`config.mk`:
```
export PLATFORM = sky130hd
export DESIGN_NAME = multicycle_ctrl
export DESIGN_NICKNAME = d
export VERILOG_FILES = /design/src/rtl/mc_pkg.sv /design/src/rtl/mc_decode.sv /design/src/rtl/multicycle_ctrl.sv
export SDC_FILE = /design/constraint.sdc
export NUM_CORES = 1
export LEC_CHECK = 0
export CORE_AREA = 3 3 130 132
export DETAILED_ROUTE_END_ITERATION = 6
export DIE_AREA = 0 0 133 135
export PLACE_DENSITY_LB_ADDON = 0.2
export SYNTH_ARGS = -nofsm -noshare
export SYNTH_HDL_FRONTEND = slang
export SYNTH_SLANG_ARGS = --single-unit
```
`constraint.sdc`:
```
create_clock -name clock -period 3.4 [get_ports clock]
set_input_delay 0.68 -clock clock [delete_from_list [all_inputs] [get_ports clock]]
set_output_delay 0.68 -clock clock [all_outputs]
set_load 0.05 [all_outputs]
```
`src/rtl/mc_pkg.sv`:
```
// Shared types and encodings for the multicycle MIPS-style control unit:
// FSM states, opcode/funct values, ALU function codes and the decoded control bundle.
package mc_pkg;

   typedef enum logic [2:0] {
      S_FETCH,
      S_DECODE,
      S_EXEC,
      S_MEM,
      S_WB,
      S_HALT,
      S_TRAP
   } state_e;

   // Instruction classes steer the FSM; the datapath only sees the control bits.
   typedef enum logic [3:0] {
      C_R_ALU,
      C_I_ALU,
      C_LW,
      C_SW,
      C_BRANCH,
      C_JUMP,
      C_JAL,
      C_JR,
      C_SYSCALL,
      C_ILLEGAL
   } cls_e;

   localparam logic [5:0] OP_RTYPE = 6'h00;
   localparam logic [5:0] OP_J     = 6'h02;
   localparam logic [5:0] OP_JAL   = 6'h03;
   localparam logic [5:0] OP_BEQ   = 6'h04;
   localparam logic [5:0] OP_BNE   = 6'h05;
   localparam logic [5:0] OP_ADDI  = 6'h08;
   localparam logic [5:0] OP_ADDIU = 6'h09;
   localparam logic [5:0] OP_SLTI  = 6'h0A;
   localparam logic [5:0] OP_ANDI  = 6'h0C;
   localparam logic [5:0] OP_ORI   = 6'h0D;
   localparam logic [5:0] OP_LUI   = 6'h0F;
   localparam logic [5:0] OP_LW    = 6'h23;
   localparam logic [5:0] OP_SW    = 6'h2B;

   localparam logic [5:0] FN_JR      = 6'h08;
   localparam logic [5:0] FN_SYSCALL = 6'h0C;

   localparam logic [5:0] ALU_NONE = 6'h00;
   localparam logic [5:0] ALU_ADD  = 6'h20;
   localparam logic [5:0] ALU_ADDU = 6'h21;
   localparam logic [5:0] ALU_AND  = 6'h24;
   localparam logic [5:0] ALU_OR   = 6'h25;
   localparam logic [5:0] ALU_SLT  = 6'h2A;

   typedef struct packed {
      cls_e       cls;
      logic [5:0] alu_ctrl;
      logic       alu_src;
      logic       reg_dst;
      logic       mem_to_reg;
      logic       link;
   } ctrl_t;

endpackage

```
`src/rtl/mc_decode.sv`:
```
// Combinational opcode/funct decoder producing the instruction class and
// datapath control bits consumed by multicycle_ctrl.
module mc_decode
   import mc_pkg::*;
(
   input  logic [5:0] opcode_in,
   input  logic [5:0] funct_in,
   output ctrl_t      ctrl_out
);

   always_comb begin
      // NOTE: every field gets a default before the case so no path leaves a
      // signal unassigned, which would otherwise infer a latch.
      ctrl_out.cls        = C_ILLEGAL;
      ctrl_out.alu_ctrl   = ALU_NONE;
      ctrl_out.alu_src    = 1'b1;
      ctrl_out.reg_dst    = 1'b0;
      ctrl_out.mem_to_reg = 1'b0;
      ctrl_out.link       = 1'b0;

      case (opcode_in)
         OP_RTYPE: begin
            ctrl_out.alu_src  = 1'b0;
            ctrl_out.reg_dst  = 1'b1;
            ctrl_out.alu_ctrl = funct_in;
            if (funct_in == FN_SYSCALL)
               ctrl_out.cls = C_SYSCALL;
            else if (funct_in == FN_JR)
               ctrl_out.cls = C_JR;
            else
               ctrl_out.cls = C_R_ALU;
         end
         OP_BEQ, OP_BNE: begin
            ctrl_out.cls      = C_BRANCH;
            ctrl_out.alu_src  = 1'b0;
            ctrl_out.alu_ctrl = opcode_in;
         end
         OP_J:   ctrl_out.cls = C_JUMP;
         OP_JAL: begin
            ctrl_out.cls  = C_JAL;
            ctrl_out.link = 1'b1;
         end
         OP_ADDI: begin
            ctrl_out.cls      = C_I_ALU;
            ctrl_out.alu_ctrl = ALU_ADD;
         end
         OP_ADDIU: begin
            ctrl_out.cls      = C_I_ALU;
            ctrl_out.alu_ctrl = ALU_ADDU;
         end
         OP_SLTI: begin
            ctrl_out.cls      = C_I_ALU;
            ctrl_out.alu_ctrl = ALU_SLT;
         end
         OP_ANDI: begin
            ctrl_out.cls      = C_I_ALU;
            ctrl_out.alu_ctrl = ALU_AND;
         end
         OP_ORI: begin
            ctrl_out.cls      = C_I_ALU;
            ctrl_out.alu_ctrl = ALU_OR;
         end
         OP_LUI: ctrl_out.cls = C_I_ALU;
         OP_LW: begin
            ctrl_out.cls        = C_LW;
            ctrl_out.alu_ctrl   = ALU_ADDU;
            ctrl_out.mem_to_reg = 1'b1;
         end
         OP_SW: begin
            ctrl_out.cls      = C_SW;
            ctrl_out.alu_ctrl = ALU_ADDU;
         end
         default: ctrl_out.cls = C_ILLEGAL;
      endcase
   end

endmodule

```
`src/rtl/multicycle_ctrl.sv`:
```
// Multicycle control FSM: fetch/decode/exec/mem/wb sequencing, PC update and
// retired-instruction counting. Define ILLEGAL_TRAP_EN to trap undefined opcodes.
module multicycle_ctrl
   import mc_pkg::*;
#(
   parameter int unsigned       ADDR_W   = 32,
   parameter logic [ADDR_W-1:0] RESET_PC = ADDR_W'(32'h0040_0000),
   parameter int unsigned       CNT_W    = 32,
   parameter logic [ADDR_W-1:0] TRAP_VEC = ADDR_W'(32'h0040_0180)
)
(
   input  logic              clock,
   input  logic              reset,
   input  logic [31:0]       instr_in,
   input  logic              imem_ready_in,
   input  logic              dmem_ready_in,
   input  logic              branch_in,
   input  logic [ADDR_W-1:0] rs_data_in,
   output logic [ADDR_W-1:0] pc_out,
   output logic [31:0]       ir_out,
   output logic              imem_rd_out,
   output logic              dmem_rd_out,
   output logic              dmem_wr_out,
   output logic              reg_write_out,
   output logic              reg_dst_out,
   output logic              alu_src_out,
   output logic              mem_to_reg_out,
   output logic              link_out,
   output logic [5:0]        alu_ctrl_out,
   output logic              halted_out,
   output logic [CNT_W-1:0]  instret_out
`ifdef ILLEGAL_TRAP_EN
   ,
   output logic              trap_out,
   output logic [ADDR_W-1:0] epc_out
`endif
);

   state_e            state_q, state_d;
   logic [ADDR_W-1:0] pc_q, pc_d;
   logic [31:0]       ir_q, ir_d;
   logic [CNT_W-1:0]  instret_q, instret_d;
   logic              retire;
   ctrl_t             ctrl;
   logic [ADDR_W-1:0] br_off;
   logic [ADDR_W-1:0] jmp_tgt;
`ifdef ILLEGAL_TRAP_EN
   logic [ADDR_W-1:0] epc_q, epc_d;
`endif

   mc_decode u_decode (
      .opcode_in (ir_q[31:26]),
      .funct_in  (ir_q[5:0]),
      .ctrl_out  (ctrl)
   );

   assign br_off = {{(ADDR_W-18){ir_q[15]}}, ir_q[15:0], 2'b00};

   // Jump keeps the upper PC bits of the already-incremented PC.
   always_comb begin
      jmp_tgt       = pc_q;
      jmp_tgt[27:0] = {ir_q[25:0], 2'b00};
   end

   always_comb begin
      state_d        = state_q;
      pc_d           = pc_q;
      ir_d           = ir_q;
      retire         = 1'b0;
      imem_rd_out    = 1'b0;
      dmem_rd_out    = 1'b0;
      dmem_wr_out    = 1'b0;
      reg_write_out  = 1'b0;
      reg_dst_out    = 1'b0;
      alu_src_out    = 1'b0;
      mem_to_reg_out = 1'b0;
      link_out       = 1'b0;
      alu_ctrl_out   = ALU_NONE;
      halted_out     = 1'b0;
`ifdef ILLEGAL_TRAP_EN
      epc_d          = epc_q;
      trap_out       = 1'b0;
`endif

      if (state_q inside {S_DECODE, S_EXEC, S_MEM, S_WB}) begin
         alu_ctrl_out = ctrl.alu_ctrl;
         alu_src_out  = ctrl.alu_src;
      end

      case (state_q)
         S_FETCH: begin
            // Reset parks the FSM in FETCH; the request waits for release.
            imem_rd_out = !reset;
            if (imem_ready_in) begin
               ir_d    = instr_in;
               pc_d    = pc_q + ADDR_W'(4);
               state_d = S_DECODE;
            end
         end
         S_DECODE: begin
            state_d = S_EXEC;
            if (ctrl.cls == C_SYSCALL)
               state_d = S_HALT;
`ifdef ILLEGAL_TRAP_EN
            if (ctrl.cls == C_ILLEGAL) begin
               state_d = S_TRAP;
               epc_d   = pc_q - ADDR_W'(4);
            end
`else
            // Undefined opcodes continue to EXEC and retire as NOPs.
`endif
         end
         S_EXEC: begin
            case (ctrl.cls)
               C_LW, C_SW:         state_d = S_MEM;
               C_R_ALU, C_I_ALU:   state_d = S_WB;
               C_JAL: begin
                  pc_d    = jmp_tgt;
                  state_d = S_WB;
               end
               C_BRANCH: begin
                  if (branch_in)
                     pc_d = pc_q + br_off;
                  state_d = S_FETCH;
                  retire  = 1'b1;
               end
               C_JUMP: begin
                  pc_d    = jmp_tgt;
                  state_d = S_FETCH;
                  retire  = 1'b1;
               end
               C_JR: begin
                  pc_d    = rs_data_in;
                  state_d = S_FETCH;
                  retire  = 1'b1;
               end
               default: begin
                  state_d = S_FETCH;
                  retire  = 1'b1;
               end
            endcase
         end
         S_MEM: begin
            dmem_rd_out = (ctrl.cls == C_LW);
            dmem_wr_out = (ctrl.cls == C_SW);
            if (dmem_ready_in) begin
               if (ctrl.cls == C_LW) begin
                  state_d = S_WB;
               end else begin
                  state_d = S_FETCH;
                  retire  = 1'b1;
               end
            end
         end
         S_WB: begin
            reg_write_out  = 1'b1;
            reg_dst_out    = ctrl.reg_dst;
            mem_to_reg_out = ctrl.mem_to_reg;
            link_out       = ctrl.link;
            state_d        = S_FETCH;
            retire         = 1'b1;
         end
         S_HALT: halted_out = 1'b1;
`ifdef ILLEGAL_TRAP_EN
         S_TRAP: begin
            trap_out = 1'b1;
            pc_d     = TRAP_VEC;
            state_d  = S_FETCH;
         end
`endif
         default: state_d = S_FETCH;
      endcase
   end

   assign instret_d = retire ? instret_q + CNT_W'(1) : instret_q;

   // NOTE: state registers use non-blocking assignments so every flop samples
   // the pre-edge values regardless of statement order.
   always_ff @(posedge clock or posedge reset) begin
      if (reset) begin
         state_q   <= S_FETCH;
         pc_q      <= RESET_PC;
         ir_q      <= '0;
         instret_q <= '0;
`ifdef ILLEGAL_TRAP_EN
         epc_q     <= '0;
`endif
      end else begin
         state_q   <= state_d;
         pc_q      <= pc_d;
         ir_q      <= ir_d;
         instret_q <= instret_d;
`ifdef ILLEGAL_TRAP_EN
         epc_q     <= epc_d;
`endif
      end
   end

   assign pc_out      = pc_q;
   assign ir_out      = ir_q;
   assign instret_out = instret_q;
`ifdef ILLEGAL_TRAP_EN
   assign epc_out     = epc_q;
`endif

endmodule

```
==> run_results.csv, run 1 <==
group,metric,value,unit
power_and_ir_drop,p_leak,4.093,nW
detailed_routing,drt-pass1-iter-count,7,
synthesis,synthesis.area,7281,µm²
synthesis,syn_inst,850,
detailed_routing,dr_total_vias,7513,
sta,setup_slack,0.2006,ns
power_and_ir_drop,power,0.01142,W
power_and_ir_drop,peakVddDrop,607.0,µV
detailed_routing,drt-total-wl,24630,µm
setup_path,critPathCaptureType,"output port",
sta,slew_headroom,0.5476,
placement,dp_slack,0.4085,ns
global_routing,grt_max_degree,52,
synthesis,synth_top_area_share,0.3368,
clock_network,ctsResizeCount,0,
sta,worst_slew_pin_slew,0.6786,ns
synthesis,synth_edf_count,0,
clock_network,root_buffer,"clkbuf_16",
detailed_routing,wl_per_cell,19.55,µm
synthesis,synth_nets,951,
setup_path,r2r_end,"pc_out[30]$_DFFE_PP0P_",
setup_path,crit_path_start_kind,"flip-flop",
clock_network,clkSlewWorstSetupHoldPaths,0.08,ns
sta,finalSetupViolations,0,
floorplanning,die-width,133,µm
setup_path,reg2reg_depth,10,
clock_network,cts_tree,"yes",
setup_path,r2r_slack,0.35,ns
synthesis,synth.area.top_cells,"dfrtp_1 34%, ha_1 5.3%, a21oi_1 5.0%",
clock_network,numCtsBuffers,9,
clock_network,postCtsSetupBuffers,0,
cells_and_area,final_util,0.6239,
cells_and_area,final_nets,1140,
synthesis,synth_ff_type,"dfrtp_1",
synthesis,yosysWarnings,0,
placement,place_congestion,1.015,
setup_path,cp_max_fo,7,
cells_and_area,layout-drive-gt1-share,0.1159,
placement,dpl.cell_count,1244,
worst_hold_path,hold_class,"reg -> reg",
worst_hold_path,hold_depth,1,
global_routing,grt_usage,0.2732,
global_routing,grt_pass1_wl,39480,µm
sta,fin_tns_setup,0,ns
global_routing,antenna_found_initial,2,
setup_path,worstSetupPathType,"reg -> out",
cells_and_area,num_antenna_cells,0,
placement,hpwlAfterDp,18540,µm
sta,maxSlewViolCount,0,
sta,hold_viol,0,
run,cap_violations,0,
setup_path,worstReg2RegStart,"pc_out[3]$_DFFE_PP0P_",
setup_path,critPathRequiredTime,2.72,ns
clock_network,cts-htree-levels,3,
floorplanning,core,15830,µm²
synthesis,ys_seq_elements,99,
detailed_routing,drt_iter0_markers,519,
floorplanning,io_pins,180,
floorplanning,initial_utilization,0.4600,
worst_hold_path,worstHoldEndpoint,"instret_out[31]$_DFFE_PP0P_",
sta,period_share,0.9410,
synthesis,yosysUniqueCellTypes,72,
clock_network,numClockSinks,99,
synthesis,postSynthAreaPerCell,8.566,µm²
sta,fin_crit,3.199,ns
detailed_routing,avgViaCountPerCell,5.963,
clock_network,insertion_delay,0.36,ns
global_routing,grt_overflow_total,0,
cells_and_area,synthToLayoutAreaGrowth,35.62,%
sta,fmax,0.3126,GHz
clock_network,cts-hold-fix-buffers,0,
power_and_ir_drop,p_per_area,1157,nW/µm²
sta,finClkSkew,0.009982,ns
synthesis,synth_largest_area_cell,"dfrtp_1",
run_status,outcome,"finished, final reports clean",
detailed_routing,antenna_left,0,
synthesis,ys_seq_area_frac,0.3404,
floorplanning,rows,46,
clock_network,clock_path_buffers,2,
placement,io_buffer_count,179,
detailed_routing,drc,0,
worst_hold_path,worstHoldStart,"instret_out[31]$_DFFE_PP0P_",
global_routing,first_global_vias,7446,
cells_and_area,fin_cells,1260,
floorplanning,fp.dieH,135,µm
floorplanning,die_area,17960,µm²
setup_path,cp_data_arrival_time,2.52,ns
sta,rsz0062_at_grt,"no",
synthesis,synth-async-reset-ratio,1.000,
placed cells by master, fill, tap and decap left out, types with 17 or more instances in the layout:
cell | netlist | final
clkdlybuf4s50_1 | 0 | 169
dfrtp_1 | 98 | 98
nand2_1 | 79 | 79
a21oi_1 | 73 | 72
nor2_1 | 59 | 59
o21ai_0 | 58 | 58
buf_4 | 1 | 48
xnor2_1 | 40 | 40
nand3_1 | 36 | 36
ha_1 | 31 | 31
mux2_2 | 30 | 30
and3_1 | 23 | 23
nand4_1 | 22 | 22
inv_1 | 22 | 21
a31oi_1 | 21 | 21
nor3_1 | 18 | 18
xor2_1 | 17 | 17
worst max path at each step:
stage / from / to / slack [ns]
global placement: ir_out[31]$_DFFE_PP0P_ / instret_out[17]$_DFFE_PP0P_ / 0.48
floorplan: ir_out[26]$_DFFE_PP0P_ / alu_ctrl_out[0] / 0.005
finish: ir_out[26]$_DFFE_PP0P_ / dmem_wr_out / 0.20
global route: state_q[1]$_DFFE_PP0P_ / reg_write_out / 0.09
CTS: state_q[1]$_DFFE_PP0P_ / mem_to_reg_out / 0.11
detailed placement: pc_out[3]$_DFFE_PP0P_ / pc_out[30]$_DFFE_PP0P_ / 0.41
registers in the layout, indices dropped and copies added, names as in the netlist:
name	flops
pc_out	32
state_q	3
ir_out	32
instret_out	32
cell families after synthesis:
kind of cell | share of synthesized area
flops | 0.3404
compound gates | 0.2298
buf+inv | 0.03557
simple gates | 0.2128
fa+ha+maj | 0.05602
mux | 0.05465
xor+xnor | 0.07080
critical path, stage by stage, from the launching register on:
cell	delay, ns
dfrtp_1	0.47
nor2b_1	0.30
nand4_1	0.28
nor3_1	0.23
clkdlybuf4s50_1	0.87
synthesized netlist by cell type (all sizes together), types with 3 or more instances:
| cell | number |
|---|---|
| and4 | 8 |
| o211ai | 6 |
| or3 | 6 |
| nor2 | 59 |
| nand3 | 37 |
| xor2 | 17 |
| nor2b | 10 |
| ha | 31 |
| nor3b | 3 |
| o21bai | 5 |
| dfrtp | 98 |
| o22a | 3 |
| nand2 | 79 |
| o21a | 6 |
| o22ai | 4 |
| nor4 | 6 |
| a221oi | 10 |
| nand2b | 9 |
| a31o | 3 |
| clkbuf | 40 |
| a221o | 12 |
| and2 | 11 |
| a22oi | 9 |
| xnor2 | 41 |
| a211oi | 5 |
| a31oi | 21 |
| a41oi | 3 |
| a21o | 11 |
| o21ai | 58 |
| mux2 | 30 |
| a311oi | 4 |
| mux2i | 6 |
| inv | 22 |
| or2 | 3 |
| a21boi | 3 |
| o31ai | 3 |
| a21oi | 73 |
| buf | 5 |
| nor3 | 19 |
| and3 | 23 |
| nand4 | 23 |
routing by layer:
layer	track usage	vias to the layer above	part of all wire
met4	0.09584	4	0.025
met1	0.3679	3582	0.43
met2	0.4297	315	0.46
met3	0.06855	59	0.088
met5	0	-	0.0012
li1	-	3553	-
final cells by class:
type	count	area [µm²]
Timing Repair Buffer	223	2157
Inverter	22	85.08
Tap cell	216	270.3
Clock inverter	7	102.6
Fill cell	1399	5953
Clock buffer	9	225.2
Multi-Input combinational cell	684	4556
Sequential cell	99	2479
per-stage QoR:
stage,cell area (µm²),hold slack [ns]
after floorplan,7281,0.5529
after global placement,9542,0.4587
after detailed placement,9542,0.4624
after CTS,9869,0.4780
after global routing,9874,0.4860
final,9874,0.4728
where the power goes:
group / switching, W / leakage [nW] / total, W / internal (W)
sequential: 0.000620 / 1.22 / 0.00223 / 0.00160
combinational: 0.00497 / 2.71 / 0.00805 / 0.00307
clock: 0.000548 / 0.160 / 0.00115 / 0.000601
total: 0.00614 / 4.09 / 0.0114 / 0.00528
No activity file was read; power rests on OpenSTA's default activity.
==> inputs of run 2 (changes only) <==
--- a/config.mk
+++ b/config.mk
@@ -5,9 +5,9 @@
 export SDC_FILE = /design/constraint.sdc
 export NUM_CORES = 1
 export LEC_CHECK = 0
-export CORE_AREA = 3 3 130 132
+export CORE_AREA = 4 4 131 133
 export DETAILED_ROUTE_END_ITERATION = 6
-export DIE_AREA = 0 0 133 135
+export DIE_AREA = 0 0 135 137
 export PLACE_DENSITY_LB_ADDON = 0.2
 export SYNTH_ARGS = -nofsm -noshare
 export SYNTH_HDL_FRONTEND = slang
==> run 2 against run 1 <==
Compared with the run above:
- clock skew about the same
- core utilization decreased by 0.16 points
- global-route usage decreased by 0.69 points
- sequential power about the same
- routed wire length increased by 0.37%
- sequential share of layout area increased by 0.064 points
- highest routed layer unchanged
- combinational power about the same
- worst setup slack got worse by 0.062 ns
- die area increased by 3.0%
- critical endpoint unchanged
- worst hold slack improved by 0.012 ns
- register-to-register slack got worse by 0.03 ns
==> run_results.csv, run 2 (synthesized netlist as in run 1, its figures left out) <==
group,metric,value,unit
global_routing,grt_pass1_wl,39250,µm
cells_and_area,layout-drive-gt1-share,0.1160,
cells_and_area,num_antenna_cells,0,
detailed_routing,dr_total_vias,7540,
clock_network,numClockSinks,99,
global_routing,grt_max_degree,50,
detailed_routing,drt-pass1-iter-count,5,
global_routing,gr-max-usage-layer,"met2",
placement,io_buffer_count,179,
clock_network,postCtsSetupBuffers,0,
sta,rsz0062_at_grt,"no",
power_and_ir_drop,p_per_area,1153,nW/µm²
sta,fin_tns_setup,0,ns
setup_path,cp_data_arrival_time,2.58,ns
floorplanning,core,15830,µm²
global_routing,grt_overflow_total,0,
power_and_ir_drop,p_leak,4.046,nW
cells_and_area,final_cell_mix,"170 x clkdlybuf4s50_1, 98 x dfrtp_1, 79 x nand2_1, 72 x a21oi_1, 59 x nor2_1",
floorplanning,io_pins,180,
global_routing,antenna_found_initial,1,
clock_network,cts-htree-levels,3,
global_routing,grt_usage,0.2664,
detailed_routing,drt_iter0_markers,564,
sta,fmax,0.3066,GHz
setup_path,critPathCaptureType,"output port",
sta,setup_slack,0.1387,ns
sta,finClkSkew,0.009516,ns
sta,worst_slew_pin_slew,0.6286,ns
cells_and_area,final_nets,1140,
setup_path,worstSetupPathType,"reg -> out",
global_routing,first_global_vias,7367,
sta,fin_crit,3.261,ns
placement,dp_slack,0.3835,ns
detailed_routing,avgViaCountPerCell,5.989,
setup_path,crit_path_start_kind,"flip-flop",
sta,fin_hold_ws,0.4852,ns
detailed_routing,antenna_left,0,
sta,period_share,0.9592,
floorplanning,die_area,18500,µm²
worst_hold_path,hold_class,"reg -> reg",
detailed_routing,drt-total-wl,24720,µm
power_and_ir_drop,peakVddDrop,748.9,µV
sta,maxSlewViolCount,0,
clock_network,numCtsBuffers,9,
global_routing,grtUsageMet1,0.3644,
placement,dpl.cell_count,1244,
setup_path,critPathRequiredTime,2.72,ns
cells_and_area,synthToLayoutAreaGrowth,35.28,%
sta,hold_viol,0,
clock_network,ctsResizeCount,0,
cells_and_area,layout_commonest_cell,"clkdlybuf4s50_1",
floorplanning,die-width,135,µm
clock_network,insertion_delay,0.35,ns
floorplanning,initial_utilization,0.4600,
sta,finalSetupViolations,0,
detailed_routing,drc,0,
run_status,outcome,"finished, final reports clean",
setup_path,cp_max_fo,16,
clock_network,clkSlewWorstSetupHoldPaths,0.07,ns
clock_network,root_buffer,"clkbuf_16",
clock_network,clock_path_buffers,2,
placement,place_congestion,0.9647,
floorplanning,rows,46,
run,cap_violations,0,
cells_and_area,final_util,0.6223,
clock_network,cts-hold-fix-buffers,0,
sta,slew_headroom,0.5809,
global_routing,grtUsageMet3,0.05956,
cells_and_area,fin_cells,1259,
detailed_routing,wl_per_cell,19.64,µm
placement,hpwlAfterDp,18780,µm
clock_network,cts_tree,"yes",
floorplanning,fp.dieH,137,µm
global_routing,met2_usage,0.4208,
==> run 2: cell count changes in the layout (fill, tap and decap cells not counted), sizes merged <==
cell / before / now
buf: 52 / 53
clkdlybuf4s50: 169 / 170
dlymetal6s2s: 2 / 0
inv: 26 / 25
==> run 2: final cells by class <==
| cell class | instances | area, µm² |
|---|---|---|
| Inverter | 22 | 85.08 |
| Clock buffer | 9 | 225.2 |
| Tap cell | 216 | 270.3 |
| Sequential cell | 99 | 2479 |
| Fill cell | 1396 | 5978 |
| Multi-Input combinational cell | 684 | 4556 |
| Clock inverter | 6 | 72.57 |
| Timing Repair Buffer | 223 | 2162 |
==> run 2: report_power, final <==
group	total, W	internal [W]	leakage [nW]	switching [W]
Clock	0.00107	0.000578	0.148	0.000496
Combinational	0.00802	0.00308	2.68	0.00494
Sequential	0.00226	0.00160	1.22	0.000655
Total	0.0114	0.00526	4.05	0.00609
==> run 2: path summary, 6_finish.rpt <==
path,startpoint,to,slack (ns),cells past startpoint
max,ir_out[28]$_DFFE_PP0P_,dmem_wr_out,0.14,4
max in group asynchronous,reset,pc_out[9]$_DFFE_PP0P_,1.86,3
min,instret_out[31]$_DFFE_PP0P_,instret_out[31]$_DFFE_PP0P_,0.49,1
max reg2reg,pc_out[3]$_DFFE_PP0P_,pc_out[31]$_DFFE_PP0P_,0.32,9
min in group asynchronous,reset,pc_out[24]$_DFFE_PP0P_,0.79,2
min reg2reg,instret_out[31]$_DFFE_PP0P_,instret_out[31]$_DFFE_PP0P_,0.49,1
==> run 2: per-layer routing <==
metal  up-vias  wire length [µm]
met5         -                12
met4         2               600
met3        44              1960
met2       318             11290
met1      3637             10850
li1       3539                 -
==> run 2: worst max-delay path, cell delays in order, from the launching register on <==
cell	delay [ns]
dfrtp_1	0.59
nor2b_1	0.34
nand4_1	0.24
nor3_1	0.20
clkdlybuf4s50_1	0.85
==> run 2: per-stage QoR <==
stage,area [µm²],total power (W)
after floorplan,7281,0.007684
after global placement,9552,0.01010
after detailed placement,9552,0.01016
after CTS,9849,0.01129
after global routing,9849,0.01212
final,9849,0.01136
==> inputs of run 3 (changes only) <==
--- a/config.mk
+++ b/config.mk
@@ -8,7 +8,9 @@
 export CORE_AREA = 4 4 131 133
 export DETAILED_ROUTE_END_ITERATION = 6
 export DIE_AREA = 0 0 135 137
+export HOLD_SLACK_MARGIN = 0.12
 export PLACE_DENSITY_LB_ADDON = 0.2
+export SETUP_SLACK_MARGIN = 0.02
 export SYNTH_ARGS = -nofsm -noshare
 export SYNTH_HDL_FRONTEND = slang
 export SYNTH_SLANG_ARGS = --single-unit
==> run 3 against run 2 <==
Compared with the run above:
- die area did not move
- global-route usage did not move
- clock skew rose by 0.00083 ns
- register-to-register slack barely moved
- clock power barely moved
- fmax rose by 1.6%
- power barely moved
- count of clock-buffer cells in the layout did not move
- largest cell class unchanged
==> run_results.csv, run 3 (synthesized netlist as in run 1, its figures left out) <==
group,metric,value,unit
setup_path,r2r_slack,0.31,ns
sta,finalSetupViolations,0,
power_and_ir_drop,peakVddDrop,748.4,µV
global_routing,grt_max_degree,50,
setup_path,cp_data_arrival_time,2.53,ns
floorplanning,core,15830,µm²
floorplanning,die_area,18500,µm²
clock_network,root_buffer,"clkbuf_16",
cells_and_area,synthToLayoutAreaGrowth,35.32,%
global_routing,grt_pass1_wl,39250,µm
setup_path,crit_path_start_kind,"flip-flop",
clock_network,cts-htree-levels,3,
worst_hold_path,hold_class,"reg -> reg",
global_routing,antenna_found_initial,1,
detailed_routing,wl_per_cell,19.60,µm
clock_network,insertion_delay,0.35,ns
run,cap_violations,0,
run_status,outcome,"finished, final reports clean",
placement,place_congestion,0.9647,
power_and_ir_drop,p_per_area,1153,nW/µm²
floorplanning,rows,46,
cells_and_area,n_fill_cell,1395,
sta,hold_viol,0,
setup_path,critPathRequiredTime,2.72,ns
sta,maxSlewViolCount,0,
power_and_ir_drop,p_leak,4.065,nW
floorplanning,die-width,135,µm
detailed_routing,drt-total-wl,24680,µm
clock_network,cts-hold-fix-buffers,0,
cells_and_area,final_cell_mix,"169 x clkdlybuf4s50_1, 98 x dfrtp_1, 79 x nand2_1, 72 x a21oi_1, 59 x nor2_1",
sta,fmax,0.3115,GHz
clock_network,cts_tree,"yes",
clock_network,ctsResizeCount,0,
sta,setup_slack,0.1898,ns
clock_network,numClockSinks,99,
placement,dp_slack,0.3835,ns
setup_path,cp_max_fo,16,
detailed_routing,drc,0,
sta,worst_slew_pin_slew,0.6119,ns
clock_network,postCtsSetupBuffers,0,
clock_network,numCtsBuffers,9,
global_routing,grt_usage,0.2664,
sta,finClkSkew,0.01035,ns
cells_and_area,layout-drive-gt1-share,0.1160,
detailed_routing,dr_total_vias,7532,
detailed_routing,drt_iter0_markers,543,
sta,fin_tns_setup,0,ns
cells_and_area,num_antenna_cells,0,
floorplanning,initial_utilization,0.4600,
setup_path,critPathCaptureType,"output port",
clock_network,clkSlewWorstSetupHoldPaths,0.07,ns
sta,fin_crit,3.210,ns
detailed_routing,antenna_left,0,
global_routing,first_global_vias,7367,
detailed_routing,drt-pass1-iter-count,7,
sta,slew_headroom,0.5878,
placement,hpwlAfterDp,18780,µm
floorplanning,io_pins,180,
cells_and_area,final_nets,1140,
clock_network,clock_path_buffers,2,
global_routing,grt_overflow_total,0,
placement,io_buffer_count,179,
setup_path,worstSetupPathType,"reg -> out",
floorplanning,fp.dieH,137,µm
detailed_routing,avgViaCountPerCell,5.983,
sta,period_share,0.9442,
sta,rsz0062_at_grt,"no",
cells_and_area,layout_commonest_cell,"clkdlybuf4s50_1",
==> run 3: cell type report <==
class	instances	area (µm²)	area share
Clock buffer	9	225.2	0.02286
Tap cell	216	270.3	0.02743
Timing Repair Buffer	223	2165	0.2197
Multi-Input combinational cell	684	4556	0.4624
Clock inverter	6	72.57	0.007366
Inverter	22	85.08	0.008636
Sequential cell	99	2479	0.2516
==> run 3: worst max-delay path, cell delays in order (launching register included) <==
cell	delay [ns]
dfrtp_1	0.59
nor2b_1	0.34
nand4_1	0.24
nor2_1	0.17
clkdlybuf4s50_1	0.83
==> run 3: stage by stage <==
step | instance area [µm²] | hold slack (ns) | std cells | power, W | utilization
final | 9852 | 0.4852 | 1259 | 0.01135 | 0.6225
after CTS | 9849 | 0.4849 | 1259 | 0.01129 | 0.6223
after global placement | 9552 | 0.4605 | 1244 | 0.01010 | 0.6035
after floorplan | 7281 | 0.5529 | 850 | 0.007684 | -
after detailed placement | 9552 | 0.4725 | 1244 | 0.01016 | 0.6035
after global routing | 9852 | 0.5186 | 1259 | 0.01212 | 0.6225
==> run 3: worst paths after layout <==
check / start / end / cells after the start
max in group asynchronous: reset / pc_out[9]$_DFFE_PP0P_ / 3
min in group asynchronous: reset / pc_out[23]$_DFFE_PP0P_ / 2
min: instret_out[31]$_DFFE_PP0P_ / instret_out[31]$_DFFE_PP0P_ / 1
min reg2reg: instret_out[31]$_DFFE_PP0P_ / instret_out[31]$_DFFE_PP0P_ / 1
max: ir_out[28]$_DFFE_PP0P_ / mem_to_reg_out / 4
max reg2reg: pc_out[3]$_DFFE_PP0P_ / pc_out[31]$_DFFE_PP0P_ / 9
==> run 3: where the power goes <==
part	internal, W	switching (W)	leakage, nW	total [W]
sequential	0.00160	0.000655	1.22	0.00226
combinational	0.00308	0.00494	2.70	0.00802
clock	0.000578	0.000494	0.148	0.00107
total	0.00526	0.00609	4.06	0.0114
==> run 3: per-layer routing <==
metal,up-vias,part of all wire,global-route usage
li1,3547,-,-
met1,3613,0.44,0.3644
met2,324,0.46,0.4208
met3,46,0.081,0.05956
met4,2,0.025,0.08735
met5,-,0.00049,0
